==> config.mk <==
export PLATFORM = sky130hd
export DESIGN_NAME = mac_acc
export DESIGN_NICKNAME = d
export VERILOG_FILES = /design/src/rtl/mac_acc.sv
export SDC_FILE = /design/constraint.sdc
export NUM_CORES = 1
export LEC_CHECK = 0
export CAP_MARGIN = 10
export CORE_ASPECT_RATIO = 1.25
export CORE_MARGIN = 2
export CORE_UTILIZATION = 55
export DETAILED_ROUTE_END_ITERATION = 12
export PLACE_DENSITY = 0.85
export SLEW_MARGIN = 20
export SYNTH_ARGS = -nofsm -noshare
export SYNTH_HDL_FRONTEND = slang
export SYNTH_SLANG_ARGS = --single-unit
==> constraint.sdc <==
create_clock -name clk -period 7.7 [get_ports clk]
set_clock_uncertainty 0.15 [all_clocks]
set_input_delay 1.54 -clock clk [delete_from_list [all_inputs] [get_ports clk]]
set_output_delay 1.54 -clock clk [all_outputs]
set_load 0.01 [all_outputs]
==> src/rtl/mac_acc.sv <==
// mac_acc: signed multiply-accumulate processing element.
// Ports: IN   - signed activation sample (IN_W bits)
//        W    - signed weight sample (W_W bits)
//        clk  - rising-edge clock
//        rstb - synchronous active-low reset, clears the accumulator
//        OUT  - registered signed accumulator value (ACC_W bits)
module mac_acc #(
  parameter int IN_W     = 4,
  parameter int W_W      = 4,
  parameter int ACC_W    = 12,
  parameter bit SATURATE = 1'b0
) (
  input  logic [IN_W-1:0]  IN,
  input  logic [W_W-1:0]   W,
  input  logic             clk,
  input  logic             rstb,
  output logic [ACC_W-1:0] OUT
);
  localparam int P_W = IN_W + W_W;
  logic [P_W-1:0] prod;
  logic [ACC_W:0] sum;
  logic ovf;
  logic [ACC_W-1:0] nxt;
  // Operands are sign-extended to the product width so the low P_W bits of the
  // unsigned multiply equal the exact signed product.
  assign prod = {{W_W{IN[IN_W-1]}}, IN} * {{IN_W{W[W_W-1]}}, W};
  assign sum = {OUT[ACC_W-1], OUT} + {{(ACC_W+1-P_W){prod[P_W-1]}}, prod};
  // One guard bit above the accumulator: overflow when it disagrees with the sign.
  assign ovf = sum[ACC_W] ^ sum[ACC_W-1];
  assign nxt = (SATURATE && ovf) ? (sum[ACC_W] ? {1'b1, {(ACC_W-1){1'b0}}} : {1'b0, {(ACC_W-1){1'b1}}})
                                 : sum[ACC_W-1:0];
  always_ff @(posedge clk)
    if (!rstb) OUT <= '0;
    else OUT <= nxt;
endmodule

==> results of run 1 <==
==> per-stage QoR <==
stage | total power [uW] | cells
2_1_floorplan | 502 | 178
3_3_place_gp | 632 | 234
3_5_place_dp | 642 | 234
4_1_cts | 702 | 238
5_1_grt | 791 | 238
6_report | 699 | 238
==> synthesized netlist by cell type, types with 2 or more instances <==
| library cell | instances |
|---|---|
| nor2_1 | 6 |
| and2_1 | 10 |
| xnor2_1 | 4 |
| nor3b_1 | 3 |
| dfxtp_1 | 12 |
| o21ai_0 | 3 |
| or3_1 | 2 |
| nand3_1 | 4 |
| a21oi_1 | 6 |
| nand2_1 | 6 |
| nor2b_1 | 4 |
| nor3_1 | 2 |
| fa_1 | 22 |
| inv_1 | 47 |
| ha_1 | 25 |
| xor2_1 | 3 |
| and2_2 | 3 |
==> cells by family after synthesis <==
group                    share of synthesized area, %
AO/OA/AOI/OAI                                    6.19
multiplexers                                     1.32
AND/OR/NAND/NOR                                  15.9
flip-flops                                       14.9
adder cells (fa/ha/maj)                          46.6
buffers and inverters                            11.4
XOR/XNOR                                         3.79
==> worst register-to-register path, stage by stage (launching register included) <==
cell and delay (ps):
dfxtp_1 340, fa_1 530, inv_1 50, fa_1 470, fa_1 550, fa_1 470
nor2b_1 160, o21ai_0 160, a21boi_2 250, o22ai_1 140, mux2i_1 130
==> per-layer routing <==
metal  track usage, %  share of wire (%)  vias up
met5                0                  0        -
met4             6.73                1.4        0
met3             1.38                4.5        5
met2             33.1                 49       33
met1             29.6                 45      550
li1                 -                  -      599
==> path summary, 6_finish.rpt <==
kind	startpoint	endpoint	slack, ps	depth (start not counted)
hold reg to reg	OUT[0]$_SDFF_PN0_	OUT[0]$_SDFF_PN0_	460	2
setup / recovery	W[3]	OUT[8]$_SDFF_PN0_	2400	13
hold / removal	OUT[0]$_SDFF_PN0_	OUT[0]$_SDFF_PN0_	460	2
setup reg to reg	OUT[3]$_SDFF_PN0_	OUT[10]$_SDFF_PN0_	4210	10
==> power groups by stage <==
stage	logic (uW)	clock network, uW	registers [uW]
CTS	543	53.0	106
finish	540	53.8	105
global route	626	57.6	108
global placement	525	0	107
detailed placement	535	0	107
floorplan	388	0	114
==> final cells by class <==
cell class	count	area share (%)
inverters	48	9.46
repair buffers	21	11.0
multi-input cells	117	62.6
well taps	36	2.37
clock buffers	4	1.91
flip-flops and latches	12	12.6
==> impl_results.rst, run 1 <==
.. list-table::
   :header-rows: 1

   * - Metric
     - Value
   * - Total of warnings raised by yosys
     - 0
   * - Level count of the clock H-tree
     - 1
   * - Maximum number of pins on one net before global-route repair
     - 10
   * - RSZ-0062 raised after global routing
     - false
   * - Most used flip-flop cell after synthesis
     - dfxtp_1
   * - Max Clock Freq
     - 189 MHz
   * - Leading registers by flop count
     - OUT (12)
   * - Residual DRC count
     - 0
   * - Worst ir drop on vdd
     - 0.000280 V
   * - Setup TNS
     - 0 ps
   * - Most common cell after layout, fill and taps aside
     - inv_1
   * - Final count of negative-setup-slack endpoints
     - 0
   * - Layout area overhead
     - 17.8%
   * - Setup crit end kind
     - flop
   * - Final net count
     - 260
   * - Number of antenna violations at the first check in global routing
     - 0
   * - Final worst setup slack
     - 2400 ps
   * - Worst skew pair latency
     - 290 ps
   * - Number of DRC violations after detailed-routing iteration 0
     - 37
   * - Netlist Area Pre-Place
     - 1620 sq um
   * - Register bank with the most flops
     - OUT
   * - Share of power burned in registers
     - 15.0%
   * - Reported net switching power
     - 330 uW
   * - Floorplan die area
     - 3390 sq um
   * - Cell Pwr Density
     - 367 nW/um^2
   * - Startpoint-to-endpoint class of the critical path
     - input pin to flop
   * - Final-layout fill cell count
     - 226
   * - Clock root cell
     - clkbuf_4
   * - Run status
     - finished, final reports clean
   * - Number of flip-flops under the largest register name
     - 12
   * - Final standard cell utilization of the core
     - 66.5%
   * - Post-Syn Area per Cell
     - 9.08 sq um
   * - Overall die width
     - 52.5 um
   * - Number of buffers added to fix hold violations after cts
     - 0
   * - Leak pwr
     - 0.000963 uW
   * - Proportion of synthesized flip-flops having asynchronous set or reset
     - 0%
   * - Overall fraction of global-route tracks in use
     - 20.7%
   * - Share of the synthesized area in the top cell type
     - 27.2%
   * - Vias in the first global route
     - 1196
   * - Max stage delay on crit path
     - 580 ps
   * - Setup Buffers After CTS
     - 0
   * - Routed via count
     - 1187
   * - Wire length of the first global-routing pass
     - 5.23 mm
   * - Internal cell power
     - 369 uW
   * - Share of the clock period used by the worst path
     - 68.8%
   * - Post-route ant nets
     - 0
   * - Cell taking the most area after synthesis
     - fa_1
   * - Share of synthesized area occupied by flip-flops and latches
     - 14.9%
   * - Class of the tightest hold or removal check
     - flop to flop
   * - Worst slack on hold paths
     - 456 ps
   * - Standard cell core area
     - 2860 sq um
   * - Combined buffer and inverter count along the critical path
     - 3
   * - Top post-synthesis cells by area
     - fa_1, ha_1, dfxtp_1
   * - Final weighted congestion in routability-driven placement
     - 0.840
   * - Top library cells by usage in the layout, fill and taps aside
     - inv_1, ha_1, fa_1, clkdlybuf4s50_1, dfxtp_1
   * - Startpoint type of the worst setup path
     - input pin
   * - GRT Residual Overflow
     - 0
   * - Cell type of the slowest stage on the worst timing path
     - clkdlybuf4s50_1
   * - TritonCTS clock tree
     - done
   * - Port bufs
     - 21
   * - Mean number of vias per cell
     - 4.99
   * - Clock group share of total power
     - 7.7%
   * - Max transition margin
     - 72.0%
   * - Max-capacitance violation count
     - 0
   * - Data arrival time at the worst-slack endpoint
     - 5380 ps
   * - Number of max-slew violations in the final report
     - 0
   * - Top delay family on crit path
     - adder cells
   * - Transition at the pin with the smallest max-transition slack
     - 420 ps
   * - Die extent in y
     - 64.6 um
   * - Data required time of the worst path
     - 7780 ps
   * - Effective utilization at floorplan
     - 56.5%
   * - Area of the multi-input gates
     - 1190 sq um
   * - Number of top-level design ports
     - 22
   * - Total wirelength of the detailed-routed design
     - 2.95 mm
   * - Worst slack after detailed placement
     - 2140 ps
   * - Crit path cell chain
     - clkdlybuf4s50_1 > nor2b_1 > fa_1 > fa_1 > inv_1 > fa_1 > inv_1 > ha_1 > nor2b_1 > o21ai_0 > a21boi_2 > or3_1 > nand3_1
   * - Net count after synthesis
     - 235
   * - Sequential cell area in the final layout
     - 240 sq um
   * - Detailed-routing iteration count for the pre-antenna-repair pass
     - 4
   * - EDFF count, synth
     - 0
   * - Number of endpoints with negative hold slack in the final report
     - 0
   * - Cells after synthesis
     - 178
   * - CTS sink cnt
     - 12
   * - Placement Rows
     - 22
   * - Fraction of layout instances using a drive strength above 1
     - 4.95%
   * - Critical path fanouts, max
     - 5
   * - Post-synthesis register bit count
     - 12
   * - Dominant cell type by count on the critical path
     - fa_1
   * - Sw Share
     - 47.2%
   * - Number of library cell types mapped by synthesis
     - 33
   * - Clock-pin slew reported for the worst setup and hold paths after clock tree synthesis
     - 80 ps
   * - Number of gates resized after cts
     - 0
   * - Placed wire-length estimate
     - 2.49 mm
   * - Clock buffer count from CTS
     - 3
   * - Cell area after placement
     - 1870 sq um
   * - Total inserted antenna cells
     - 0
   * - Part of the total power dissipated in combinational logic
     - 77.3%
   * - Post-route cell area
     - 1900 sq um
   * - Final critical-path required period
     - 5300 ps
   * - Largest buffer count on any clock path
     - 2
   * - Routed length per instance
     - 12.4 um
(Power assumes the default switching activity.)
==> run 2, diff against run 1 <==
Clock period 7.7 ns to 5 ns, I/O delays scaled along.
==> run 2 against run 1 <==
  * Register-to-register slack lost 2700 ps
  * Global-route usage grew 1.0 points
  * Sequential power grew 50%
  * Worst hold slack gained 7.4 ps
  * Core utilization grew 0.52 points
  * Non-clock buffer count grew 2
==> impl_results.rst, run 2 (synthesized netlist as in run 1, its figures left out) <==
.. list-table::
   :header-rows: 1

   * - Metric
     - Value
   * - Run status
     - finished, final reports clean
   * - Routed via count
     - 1243 (+4.7%)
   * - Overall die width
     - 52.5 um (unchanged)
   * - FF-to-FF setup slack
     - 1470 ps (-2740 ps)
   * - Placement Rows
     - 22 (unchanged)
   * - Residual DRC count
     - 0 (unchanged)
   * - Vias in the first global route
     - 1270 (+6.2%)
   * - Worst ir drop on vdd
     - 0.000454 V (+62%)
   * - Leak pwr
     - 0.000973 uW (+1.0%)
   * - Dominant cell type by count on the critical path
     - fa_1
   * - Standard cell core area
     - 2860 sq um (unchanged)
   * - Hold Path Stages
     - 2 (unchanged)
   * - Non-Filler Instances
     - 240 (+0.84%)
   * - Startpoint type of the worst setup path
     - input pin
   * - Leading registers by flop count
     - OUT (12)
   * - Effective utilization at floorplan
     - 56.5% (unchanged)
   * - Data required time of the worst path
     - 5070 ps (-2710 ps)
   * - GRT Residual Overflow
     - 0 (unchanged)
   * - Number of flip-flops under the largest register name
     - 12 (unchanged)
   * - Crit path cell chain
     - clkdlybuf4s50_1 > nor2b_1 > fa_1 > fa_1 > inv_1 > fa_1 > inv_1 > ha_1 > nor2b_1 > o21ai_0 > a21boi_2 > or3_1 > nand3_1
   * - Clock root cell
     - clkbuf_4
   * - Most common cell after layout, fill and taps aside
     - inv_1
   * - Number of gates resized after cts
     - 0 (unchanged)
   * - Critical path fanouts, max
     - 5 (unchanged)
   * - Fraction of layout instances using a drive strength above 1
     - 5.88% (+0.93 points)
   * - Placed wire-length estimate
     - 2.74 mm (+10%)
   * - Top library cells by usage in the layout, fill and taps aside
     - inv_1, ha_1, fa_1, clkdlybuf4s50_1, dfxtp_1
   * - Detailed-routing iteration count for the pre-antenna-repair pass
     - 4 (unchanged)
   * - Wire length of the first global-routing pass
     - 5.45 mm (+4.2%)
   * - End point of the worst hold path
     - OUT[0]$_SDFF_PN0_
   * - Die extent in y
     - 64.6 um (unchanged)
   * - Overall fraction of global-route tracks in use
     - 21.8% (+1.0 points)
   * - Share of the clock period used by the worst path
     - 96.1%
   * - Number of buffers added to fix hold violations after cts
     - 0 (unchanged)
   * - Number of endpoints with negative hold slack in the final report
     - 0 (unchanged)
   * - Setup crit end kind
     - flop
   * - Setup Buffers After CTS
     - 0 (unchanged)
   * - Endpoint of the most critical register-to-register path
     - OUT[11]$_SDFF_PN0_
   * - Final count of negative-setup-slack endpoints
     - 0 (unchanged)
   * - CTS sink cnt
     - 12 (unchanged)
   * - Final net count
     - 262 (+0.77%)
   * - Routed length per instance
     - 13.5 um (+8.7%)
   * - Placed cell count
     - 236 (+0.85%)
   * - Level count of the clock H-tree
     - 1 (unchanged)
   * - Max stage delay on crit path
     - 600 ps (+20 ps)
   * - Max-capacitance violation count
     - 0 (unchanged)
   * - Cell Pwr Density
     - 574 nW/um^2 (+56%)
   * - Final critical-path required period
     - 4810 ps
   * - Transition at the pin with the smallest max-transition slack
     - 377 ps (-43.8 ps)
   * - Final weighted congestion in routability-driven placement
     - 0.894 (+6.3%)
   * - Worst slack after detailed placement
     - -62.1 ps (-2200 ps)
   * - Number of max-slew violations in the final report
     - 0 (unchanged)
   * - Data arrival time at the worst-slack endpoint
     - 4870 ps (-510 ps)
   * - Largest buffer count on any clock path
     - 2 (unchanged)
   * - Cell type of the slowest stage on the worst timing path
     - clkdlybuf4s50_1
   * - Layout area overhead
     - 18.7%
   * - Port bufs
     - 21 (unchanged)
   * - Clock buffer count from CTS
     - 3 (unchanged)
   * - Clock-pin slew reported for the worst setup and hold paths after clock tree synthesis
     - 90 ps (about the same)
   * - Max Clock Freq
     - 208 MHz
   * - RSZ-0062 raised after global routing
     - false
   * - Worst skew pair latency
     - 290 ps (about the same)
   * - Number of antenna violations at the first check in global routing
     - 0 (unchanged)
   * - Number of top-level design ports
     - 22 (unchanged)
   * - Total wirelength of the detailed-routed design
     - 3.24 mm (+9.6%)
   * - Class of the tightest hold or removal check
     - flop to flop
   * - Mean number of vias per cell
     - 5.18 (+3.8%)
   * - Final worst setup slack
     - 195 ps (-2210 ps)
   * - Post-route ant nets
     - 0 (unchanged)
   * - Worst reg-to-reg path cell count
     - 11 (+1)
   * - Floorplan die area
     - 3390 sq um (unchanged)
   * - Worst min-delay path startpoint
     - OUT[0]$_SDFF_PN0_
   * - Total inserted antenna cells
     - 0 (unchanged)
   * - RR Startpoint
     - OUT[3]$_SDFF_PN0_
   * - Startpoint-to-endpoint class of the critical path
     - input pin to flop
   * - Max transition margin
     - 74.9% (+2.9 points)
   * - Maximum number of pins on one net before global-route repair
     - 10 (unchanged)
   * - Number of DRC violations after detailed-routing iteration 0
     - 19 (-49%)
   * - TritonCTS clock tree
     - done
   * - Post-route total power
     - 1100 uW (+58%)
   * - Register bank with the most flops
     - OUT
   * - Final-layout fill cell count
     - 242 (+7.1%)
run 2: per-layer routing:
metal / routed length [um] / global-route usage [%]
met1: 1310 / 24.4
met2: 1790 / 41.6
met3: 95 / 2.07
met4: 43 / 6.73
met5: 0 / 0
run 2: worst max-delay path by stage:
stage / end / cells after the start / startpoint
floorplan: OUT[8]$_SDFF_PN0_ / 12 / IN[3]
global placement: OUT[11]$_SDFF_PN0_ / 13 / IN[3]
detailed placement: OUT[8]$_SDFF_PN0_ / 13 / W[3]
CTS: OUT[8]$_SDFF_PN0_ / 13 / W[3]
global route: OUT[8]$_SDFF_PN0_ / 13 / W[3]
finish: OUT[8]$_SDFF_PN0_ / 13 / W[3]
run 2: worst max-delay path, delay by kind of cell:
kind	cells	cell delay, ps
compound gates	2	420
fa+ha+maj	4	1880
buf+inv	3	710
simple gates	4	870
run 2: final cells by class:
cell class / count / area [sq um] / share of cell area [%]
clock buffers: 4 / 36.3 / 1.89
well taps: 36 / 45.0 / 2.35
flip-flops and latches: 12 / 240 / 12.5
repair buffers: 23 / 225 / 11.7
inverters: 48 / 180 / 9.39
multi-input cells: 117 / 1190 / 62.1
run 2: per-stage QoR:
step                      setup TNS [ps]  utilization (%)  cell area [sq um]  hold slack (ps)
after floorplan                        0                -               1620              485
after global placement                 0             65.8               1880              435
after global routing                   0             67.0               1920              509
after CTS                              0             67.0               1920              467
final                                  0             67.0               1920              464
after detailed placement           -62.1             65.8               1880              441
run 2: power by group:
group          internal [uW]  total, uW  switching [uW]
sequential               136        158            21.6
clock                   44.4       82.3            37.9
combinational            402        861             459
total                    583       1100             518
==> run 3, diff against run 2 <==
Settings changed: CORE_MARGIN 2 to 8.
==> run 3 against run 2 <==
  * Design area rose by 0.91%
  * Non-clock buffer count up 2
  * Global-route usage decreased by 8.0 points
  * Wire length down 1.1%
  * Final cell count up 0.83%
  * Register-to-register slack got worse by 30 ps
  * Critical path depth unchanged
  * Sequential share of layout area down 0.11 points
  * Total power decreased by 0.43%
  * Critical path type unchanged
==> impl_results.rst, run 3 (synthesized netlist as in run 1, its figures left out) <==
.. list-table::
   :header-rows: 1

   * - Metric
     - Value
   * - GRT Residual Overflow
     - 0 (unchanged)
   * - Level count of the clock H-tree
     - 1 (unchanged)
   * - Final standard cell utilization of the core
     - 67.7% (+0.61 points)
   * - Vias in the first global route
     - 1322 (+4.1%)
   * - Post-route ant nets
     - 0 (unchanged)
   * - Final critical-path required period
     - 4670 ps (-138 ps)
   * - Clock root cell
     - clkbuf_4
   * - Setup TNS
     - 0 ps (unchanged)
   * - Fraction of layout instances using a drive strength above 1
     - 7.28% (+1.4 points)
   * - Routed length per instance
     - 13.2 um (-2.0%)
   * - Number of buffers added to fix hold violations after cts
     - 0 (unchanged)
   * - Clock-pin slew reported for the worst setup and hold paths after clock tree synthesis
     - 80 ps (about the same)
   * - Final count of negative-setup-slack endpoints
     - 0 (unchanged)
   * - Run status
     - finished, final reports clean
   * - Sw Share
     - 47.0% (-0.094 points)
   * - Port bufs
     - 21 (unchanged)
   * - Post-route total power
     - 1100 uW (-0.43%)
   * - Max-capacitance violation count
     - 0 (unchanged)
   * - Sequential cell area in the final layout
     - 240 sq um (unchanged)
   * - Share of power burned in registers
     - 14.5% (+0.2 points)
   * - Residual DRC count
     - 0 (unchanged)
   * - Maximum number of pins on one net before global-route repair
     - 10 (unchanged)
   * - Placed wire-length estimate
     - 2.72 mm (-0.66%)
   * - Max transition margin
     - 78.4% (+3.5 points)
   * - Part of the total power dissipated in combinational logic
     - 78.1% (about the same)
   * - Startpoint-to-endpoint class of the critical path
     - input pin to flop
   * - Number of endpoints with negative hold slack in the final report
     - 0 (unchanged)
   * - Final net count
     - 264 (+0.76%)
   * - TritonCTS clock tree
     - done
   * - Setup crit end kind
     - flop
   * - Worst ir drop on vdd
     - 0.000420 V (-7.4%)
   * - Internal cell power
     - 581 uW (-0.26%)
   * - Final weighted congestion in routability-driven placement
     - 0.857 (-4.1%)
   * - Worst skew pair latency
     - 280 ps (about the same)
   * - Class of the tightest hold or removal check
     - flop to flop
   * - Worst slack on hold paths
     - 451 ps (-13.0 ps)
   * - Layout area overhead
     - 19.8%
   * - Number of gates resized after cts
     - 0 (unchanged)
   * - Leak pwr
     - 0.000981 uW (+0.79%)
   * - Register bank with the most flops
     - OUT
   * - Clock buffer count from CTS
     - 3 (unchanged)
   * - Placed cell count
     - 238 (+0.85%)
   * - Routed via count
     - 1252 (+0.72%)
   * - Max stage delay on crit path
     - 570 ps (-30 ps)
   * - Detailed-routing iteration count for the pre-antenna-repair pass
     - 4 (unchanged)
   * - Transition at the pin with the smallest max-transition slack
     - 320 ps (-56.5 ps)
   * - Max Clock Freq
     - 214 MHz (+3.0%)
   * - Overall die width
     - 64.5 um (+23%)
   * - Number of max-slew violations in the final report
     - 0 (unchanged)
   * - Total inserted antenna cells
     - 0 (unchanged)
   * - Overall fraction of global-route tracks in use
     - 13.8% (-8.0 points)
   * - Crit path cell chain
     - clkdlybuf4s50_1 > nor2b_1 > fa_1 > fa_1 > inv_1 > fa_1 > inv_1 > ha_1 > nor2b_1 > o21ai_0 > a21boi_2 > or3_1 > nand3_1
   * - Effective utilization at floorplan
     - 56.5% (unchanged)
   * - Most common cell after layout, fill and taps aside
     - inv_1
   * - Data arrival time at the worst-slack endpoint
     - 4740 ps (-130 ps)
   * - Startpoint type of the worst setup path
     - input pin
   * - Placement Rows
     - 22 (unchanged)
   * - Mean number of vias per cell
     - 5.17 (-0.11%)
   * - RSZ-0062 raised after global routing
     - false
   * - Floorplan die area
     - 4940 sq um (+46%)
   * - Setup Buffers After CTS
     - 0 (unchanged)
   * - Number of antenna violations at the first check in global routing
     - 0 (unchanged)
   * - Clock group share of total power
     - 7.4% (about the same)
   * - Share of the clock period used by the worst path
     - 93.4% (-2.8 points)
   * - Number of top-level design ports
     - 22 (unchanged)
   * - Largest buffer count on any clock path
     - 2 (unchanged)
   * - CTS sink cnt
     - 12 (unchanged)
   * - Die extent in y
     - 76.6 um (+19%)
   * - Wire length of the first global-routing pass
     - 5.55 mm (+1.8%)
   * - Area of the multi-input gates
     - 1190 sq um (+0.21%)
   * - Standard cell core area
     - 2860 sq um (unchanged)
   * - Leading registers by flop count
     - OUT (12)
   * - Total wirelength of the detailed-routed design
     - 3.20 mm (-1.1%)
   * - Cell type of the slowest stage on the worst timing path
     - clkdlybuf4s50_1
   * - Cell Pwr Density
     - 566 nW/um^2 (-1.3%)
   * - Number of DRC violations after detailed-routing iteration 0
     - 45 (+26)
   * - Data required time of the worst path
     - 5070 ps (about the same)
   * - Reported net switching power
     - 515 uW (-0.63%)
   * - Non-Filler Instances
     - 242 (+0.83%)
   * - Number of flip-flops under the largest register name
     - 12 (unchanged)
   * - Critical path fanouts, max
     - 5 (unchanged)
   * - Final-layout fill cell count
     - 240 (-0.83%)
   * - Top library cells by usage in the layout, fill and taps aside
     - inv_1, ha_1, fa_1, clkdlybuf4s50_1, dfxtp_1
   * - Dominant cell type by count on the critical path
     - fa_1
-- run 3: layout make-up --
class / count / share of cell area, %
inverter: 48 / 9.30
timing repair buffer: 25 / 12.4
sequential: 12 / 12.4
clock buffer: 4 / 1.87
tap: 36 / 2.33
multi-input combinational: 117 / 61.7
-- run 3: per-stage QoR --
step,area (sq um),setup slack (ps)
after global placement,1900,60.4
after CTS,1930,279
final,1940,332
after detailed placement,1900,-2.70
after floorplan,1620,760
after global routing,1940,76.2
-- run 3: metal layers --
metal | track usage [%] | part of all wire [%] | up-vias
met3 | 2.79 | 5.0 | 13
met4 | 6.13 | 2.8 | 0
met2 | 23.7 | 53 | 41
met5 | 0 | 0 | -
li1 | - | - | 610
met1 | 15.7 | 39 | 588
-- run 3: path summary, 6_finish.rpt --
| path | from | endpoint | slack, ps | depth (start not counted) |
|---|---|---|---|---|
| setup / recovery | W[3] | OUT[8]$_SDFF_PN0_ | 330 | 13 |
| hold / removal | OUT[0]$_SDFF_PN0_ | OUT[0]$_SDFF_PN0_ | 450 | 2 |
| setup reg to reg | OUT[3]$_SDFF_PN0_ | OUT[11]$_SDFF_PN0_ | 1440 | 11 |
| hold reg to reg | OUT[0]$_SDFF_PN0_ | OUT[0]$_SDFF_PN0_ | 450 | 2 |
-- run 3: worst max-delay path: cells and delay by family --
kind	cells	cell delay, ps
buffers and inverters	3	660
adders and majority gates	4	1850
AOI/OAI and AO/OA	2	420
and+or+nand+nor	4	810
-- run 3: power by group through the flow --
stage	registers [uW]	logic [uW]	clock network [uW]
6_report	159	857	80.8
3_3_place_gp	162	813	0
5_1_grt	164	974	85.1
4_1_cts	160	856	81.0
2_1_floorplan	175	598	0
3_5_place_dp	162	846	0
